--- src/rtl/lsu_mem_master.sv ---
`default_nettype none
// ============================================================================
// Module      : lsu_mem_master
// Description : Load/store initiator for a word-organised data memory with
//               sub-word read-modify-write and load extension.
//               Optional macro LSU_STRICT_ALIGN_EN flags misaligned/illegal
//               requests as errors instead of forcing alignment.
// Revision    : 1.0 - initial release
// ============================================================================
module lsu_mem_master #(
    parameter int DATA_WIDTH = 32,
    parameter int ADDR_WIDTH = 8
) (
    input  logic                    clk,
    input  logic                    rst_n,
    input  logic                    Req_Valid,
    output logic                    Req_Ready,
    input  logic                    Req_Write,
    input  logic [1:0]              Req_Size,
    input  logic                    Req_Unsigned,
    input  logic [ADDR_WIDTH+1:0]   Req_Addr,
    input  logic [DATA_WIDTH-1:0]   Req_Wdata,
    output logic                    Rsp_Valid,
    output logic [DATA_WIDTH-1:0]   Rsp_Rdata,
    output logic                    Rsp_Error,
    output logic [ADDR_WIDTH-1:0]   Mem_Address,
    output logic [DATA_WIDTH-1:0]   Mem_Write_Data,
    output logic                    Mem_Write,
    output logic                    Mem_Read,
    input  logic [DATA_WIDTH-1:0]   Mem_Read_Data
);

    typedef enum logic [1:0] {
        S_IDLE = 2'd0,
        S_RD   = 2'd1,
        S_WR   = 2'd2,
        S_RESP = 2'd3
    } state_t;

    localparam logic [1:0] c_SIZE_BYTE = 2'b00;
    localparam logic [1:0] c_SIZE_HALF = 2'b01;
    localparam logic [1:0] c_SIZE_WORD = 2'b10;

    state_t                r_state;
    logic                  r_write;
    logic [1:0]            r_size;
    logic                  r_unsigned;
    logic [1:0]            r_off;
    logic [15:0]           r_wdata;
    logic                  r_rsp_valid;
    logic [DATA_WIDTH-1:0] r_rsp_rdata;
    logic                  r_rsp_error;
    logic [ADDR_WIDTH-1:0] r_mem_addr;
    logic [DATA_WIDTH-1:0] r_mem_wdata;
    logic                  r_mem_write;
    logic                  r_mem_read;

    logic                  w_req_word;
    logic                  w_req_err;
    logic                  w_lat_byte;
    logic                  w_lat_half;
    logic [1:0]            w_lane;
    logic [4:0]            w_shift;
    logic [15:0]           w_half;
    logic [7:0]            w_byte;
    logic [DATA_WIDTH-1:0] w_load;
    logic [DATA_WIDTH-1:0] w_mask;
    logic [DATA_WIDTH-1:0] w_ins;
    logic [DATA_WIDTH-1:0] w_merged;

    // Size 11 falls into the word path unless strict checking rejects it.
    assign w_req_word = (Req_Size != c_SIZE_BYTE) && (Req_Size != c_SIZE_HALF);

`ifdef LSU_STRICT_ALIGN_EN
    assign w_req_err = (Req_Size == 2'b11)
                    || ((Req_Size == c_SIZE_HALF) && Req_Addr[0])
                    || ((Req_Size == c_SIZE_WORD) && (Req_Addr[1:0] != 2'b00));
`else
    assign w_req_err = 1'b0;
`endif

    // Lane selection forces alignment; in strict builds it is already aligned.
    assign w_lat_byte = (r_size == c_SIZE_BYTE);
    assign w_lat_half = (r_size == c_SIZE_HALF);
    assign w_lane     = w_lat_byte ? r_off : (w_lat_half ? {r_off[1], 1'b0} : 2'b00);
    assign w_shift    = {w_lane, 3'b000};
    assign w_half     = 16'(Mem_Read_Data >> w_shift);
    assign w_byte     = w_half[7:0];

    always_comb begin
        w_load = Mem_Read_Data;
        if (w_lat_byte) begin
            w_load = {{(DATA_WIDTH-8){~r_unsigned & w_byte[7]}}, w_byte};
        end else if (w_lat_half) begin
            w_load = {{(DATA_WIDTH-16){~r_unsigned & w_half[15]}}, w_half};
        end
    end

    assign w_mask   = w_lat_byte ? (DATA_WIDTH'(8'hFF) << w_shift)
                                 : (DATA_WIDTH'(16'hFFFF) << w_shift);
    assign w_ins    = w_lat_byte ? (DATA_WIDTH'(r_wdata[7:0]) << w_shift)
                                 : (DATA_WIDTH'(r_wdata) << w_shift);
    assign w_merged = (Mem_Read_Data & ~w_mask) | w_ins;

    always_ff @(posedge clk or negedge rst_n) begin
        if (!rst_n) begin
            r_state     <= S_IDLE;
            r_write     <= 1'b0;
            r_size      <= 2'b00;
            r_unsigned  <= 1'b0;
            r_off       <= 2'b00;
            r_wdata     <= '0;
            r_rsp_valid <= 1'b0;
            r_rsp_rdata <= '0;
            r_rsp_error <= 1'b0;
            r_mem_addr  <= '0;
            r_mem_wdata <= '0;
            r_mem_write <= 1'b0;
            r_mem_read  <= 1'b0;
        end else begin
            r_rsp_valid <= 1'b0;
            r_rsp_error <= 1'b0;
            r_mem_read  <= 1'b0;
            r_mem_write <= 1'b0;
            r_mem_wdata <= '0;
            case (r_state)
                S_IDLE: begin
                    if (Req_Valid) begin
                        r_write    <= Req_Write;
                        r_size     <= Req_Size;
                        r_unsigned <= Req_Unsigned;
                        r_off      <= Req_Addr[1:0];
                        r_wdata    <= Req_Wdata[15:0];
                        r_mem_addr <= Req_Addr[ADDR_WIDTH+1:2];
                        if (w_req_err) begin
                            r_state     <= S_RESP;
                            r_rsp_valid <= 1'b1;
                            r_rsp_error <= 1'b1;
                            r_rsp_rdata <= '0;
                        end else if (Req_Write && w_req_word) begin
                            r_state     <= S_WR;
                            r_mem_write <= 1'b1;
                            r_mem_wdata <= Req_Wdata;
                        end else begin
                            r_state    <= S_RD;
                            r_mem_read <= 1'b1;
                        end
                    end
                end
                S_RD: begin
                    if (r_write) begin
                        r_state     <= S_WR;
                        r_mem_write <= 1'b1;
                        r_mem_wdata <= w_merged;
                    end else begin
                        r_state     <= S_RESP;
                        r_rsp_valid <= 1'b1;
                        r_rsp_rdata <= w_load;
                    end
                end
                S_WR: begin
                    r_state     <= S_RESP;
                    r_rsp_valid <= 1'b1;
                    r_rsp_rdata <= '0;
                end
                default: begin
                    r_state <= S_IDLE;
                end
            endcase
        end
    end

    assign Req_Ready      = (r_state == S_IDLE);
    assign Rsp_Valid      = r_rsp_valid;
    assign Rsp_Rdata      = r_rsp_rdata;
    assign Rsp_Error      = r_rsp_error;
    assign Mem_Address    = r_mem_addr;
    assign Mem_Write_Data = r_mem_wdata;
    assign Mem_Write      = r_mem_write;
    assign Mem_Read       = r_mem_read;

endmodule
`default_nettype wire

--- config.mk ---
export PLATFORM = sky130hd
export DESIGN_NAME = lsu_mem_master
export DESIGN_NICKNAME = d
export VERILOG_FILES = /design/src/rtl/lsu_mem_master.sv
export SDC_FILE = /design/constraint.sdc
export NUM_CORES = 1
export LEC_CHECK = 0
export BUFFER_PORTS_ARGS = -buffer_cell sky130_fd_sc_hd__buf_2
export CAP_MARGIN = 25
export CELL_PAD_IN_SITES_DETAIL_PLACEMENT = 1
export CELL_PAD_IN_SITES_GLOBAL_PLACEMENT = 2
export CORE_MARGIN = 5
export CORE_UTILIZATION = 34
export CTS_BUF_LIST = sky130_fd_sc_hd__clkbuf_2
export DETAILED_ROUTE_END_ITERATION = 8
export GPL_TIMING_DRIVEN = 0
export PLACE_DENSITY = 0.87
export SLEW_MARGIN = 20
export SYNTH_ARGS = -nofsm -noshare
export SYNTH_HDL_FRONTEND = slang
export SYNTH_SLANG_ARGS = --single-unit
--- constraint.sdc ---
create_clock -name clk -period 2.8 [get_ports clk]
set_input_delay 0.14 -clock clk [delete_from_list [all_inputs] [get_ports clk]]
set_output_delay 0.14 -clock clk [all_outputs]
set_load 0.05 [all_outputs]
==> results.sh <==
export IMPL_cts_tree="yes"
export IMPL_required_ns=3.38
export IMPL_ant_nets=0
export IMPL_clk_latency_ns=0.62
export IMPL_grt_max_degree=58
export IMPL_hp_class="input port to flop"
export IMPL_min_period_over_period_pct=93.0
export IMPL_core_area_mm2=0.0140
export IMPL_tightestPinTransition_ns=0.738
export IMPL_post_cts_setup_buffers=0
export IMPL_track_usage_pct=24.1
export IMPL_vias_per_cell=5.42
export IMPL_synth_cell_types=41
export IMPL_io_buffers=156
export IMPL_synth_area_mm2=0.00490
export IMPL_irDropWorstVdd_uv=559
export IMPL_synth_ff_type="dfrtp_1"
export IMPL_drt_iter0_markers=399
export IMPL_drc=0
export IMPL_synth_nets=561
export IMPL_rsz0062_at_grt="false"
export IMPL_post_dp_hpwl_um=14000
export IMPL_clk_path_buf_depth=2
export IMPL_drv_slew=0
export IMPL_drv_cap=0
export IMPL_drive_gt1_share_pct=30.2
export IMPL_post_route_cell_area_mm2=0.00716
export IMPL_first_pass_iters=6
export IMPL_hold_viol=0
export IMPL_antenna_found_initial=1
export IMPL_crit_fanout=10
export IMPL_cellLeakagePower_nw=3.37
export IMPL_skew_ns=0.0336
export IMPL_die_x_um=130
export IMPL_finalSetupViolCount=0
export IMPL_timing_final_crit_period_ns=2.60
export IMPL_p_per_area_mw_per_mm2=1200
export IMPL_layout_commonest_cell="buf_2"
export IMPL_tns_ns=0
export IMPL_placementRows=43
export IMPL_avgSynthCellArea_um2=10.3
export IMPL_cts_buffers=9
export IMPL_cts_root_buf="clkbuf_2"
export IMPL_vias=5070
export IMPL_path_clk_slew_ns=0.27
export IMPL_end_kind="flop"
export IMPL_ys_seq_elements=99
export IMPL_fmax_mhz=384
export IMPL_first_global_vias=5598
export IMPL_die_height_um=130
export IMPL_htreeDepth=3
export IMPL_crit_path_start_kind="flop"
export IMPL_synthArstFlopShare_pct=100
export IMPL_area_growth_syn_to_layout_pct=46.0
export IMPL_place_area_mm2=0.00594
export IMPL_fp_dieArea_mm2=0.0169
export IMPL_slew_headroom_pct=50.6
export IMPL_outcome="finished clean"
export IMPL_final_cell_mix="163 x buf_2, 105 x dlygate4sd3_1, 99 x dfrtp_1"
export IMPL_ioPinCount=158
export IMPL_routedWlPerCell_um=21.3
export IMPL_nets=834
export IMPL_place_gp_congestion=0.885
export IMPL_yosysWarnings=0
export IMPL_grt_overflow=0
export IMPL_start_util_pct=35.1
export IMPL_regToRegSetupSlack_ns=0.20
export IMPL_netlist_instances=476
export IMPL_seq_area_frac_synth_pct=50.5
export IMPL_arrival_ns=3.18
export IMPL_worstSetupPathType="flop to flop"
export IMPL_routed_wl_um=19900
export IMPL_grt_first_pass_wirelength_um=31100
export IMPL_synth_edf_count=0
export IMPL_cts_sinks=99
## per-layer routing
metal  GRT usage, %  vias to the layer above  share of wire (%)  routed length, µm
met5              0                        -                  0                  0
met1           30.3                     2531                 41               8150
met3           5.49                       43                7.6               1510
met4           8.01                        0                2.4                480
li1               -                     2282                  -                  -
met2           40.9                      214                 49               9790
## through the flow
stage,worst slack (ns),utilization (%),power [mW],hold slack (ns),std cells
final,0.195,51.2,8.60,0.0629,935
after global routing,0.00596,51.2,9.11,0.0201,935
after CTS,0.0438,51.1,8.56,0.00262,935
after detailed placement,0.484,42.5,7.40,0.0945,813
after global placement,0.538,42.2,7.23,0.356,812
after floorplan,0.837,-,5.99,-0.156,476
## cells by family after synthesis
kind of cell / Yosys count / synth area share (%)
buf+inv: 50 / 4.26
fa+ha+maj: 4 / 1.02
flops: 99 / 50.5
other cells: 1 / 0.0765
mux: 48 / 10.7
simple gates: 128 / 12.3
compound gates: 146 / 21.2
## cells in the mapped netlist (12+ instances only)
master / instances / share of area (%)
a32oi_1: 16 / 2.9
clkbuf_1: 21 / 1.6
dfrtp_1: 99 / 51
inv_1: 13 / 1.0
mux2_2: 30 / 6.9
mux2i_1: 17 / 3.5
nand2_1: 68 / 5.2
nand2b_1: 12 / 1.5
nor2_1: 14 / 1.1
o21ai_1: 48 / 4.9
o22ai_1: 12 / 1.5
o31ai_1: 17 / 2.6
## power breakdown
group	total [mW]	switching, mW	internal, mW
registers	2.39	0.384	2.01
clock network	0.811	0.512	0.299
logic	5.40	3.62	1.78
## path summary, 6_finish.rpt
kind                                            from                      endpoint  depth (start not counted)
min reg2reg                Rsp_Rdata[21]$_DFFE_PN0P_     Rsp_Rdata[21]$_DFFE_PN0P_                          2
max                           r_state[1]$_DFFE_PN0P_      Rsp_Rdata[6]$_DFFE_PN0P_                          8
max reg2reg                   r_state[1]$_DFFE_PN0P_      Rsp_Rdata[6]$_DFFE_PN0P_                          8
min in group asynchronous                      rst_n    Mem_Address[7]$_DFFE_PN0P_                          4
max in group asynchronous                      rst_n  Mem_Write_Data[15]$_DFF_PN0_                          4
min                                 Mem_Read_Data[7]     Rsp_Rdata[16]$_DFFE_PN0P_                          3
## critical path, stage by stage (launching register included)
cell	delay, ns
dfrtp_1	0.48
inv_1	0.09
ha_1	0.22
inv_2	0.05
nor3_1	0.31
clkbuf_1	0.44
o221ai_1	0.26
o21ai_1	0.17
dlygate4sd3_1	0.55
## registers in the layout, indices dropped and copies added, names as in the netlist
signal / cells
Mem_Write_Data: 32
Rsp_Rdata: 32
r_wdata: 16
Mem_Address: 8
r_off: 2
r_size: 2
r_state: 2
Mem_Read: 1
Mem_Write: 1
Rsp_Valid: 1
r_unsigned: 1
r_write: 1
## final cells by class
type / count / area [µm²]
Fill cell: 1620 / 6830
Sequential cell: 99 / 2480
Multi-Input combinational cell: 327 / 2220
Timing Repair Buffer: 263 / 1890
Tap cell: 180 / 225
Buffer: 35 / 158
Clock inverter: 5 / 77.6
Clock buffer: 11 / 55.1
Inverter: 14 / 52.6
Antenna cell: 1 / 2.50
## what timing repair did
item | in CTS | in global routing
endpoints found under the hold margin | 193 | 0
hold buffers | 106 | 0
resized for setup | 0 | 9
endpoints found under the setup margin | 0 | 26
Power figures use the tool's default switching activity.
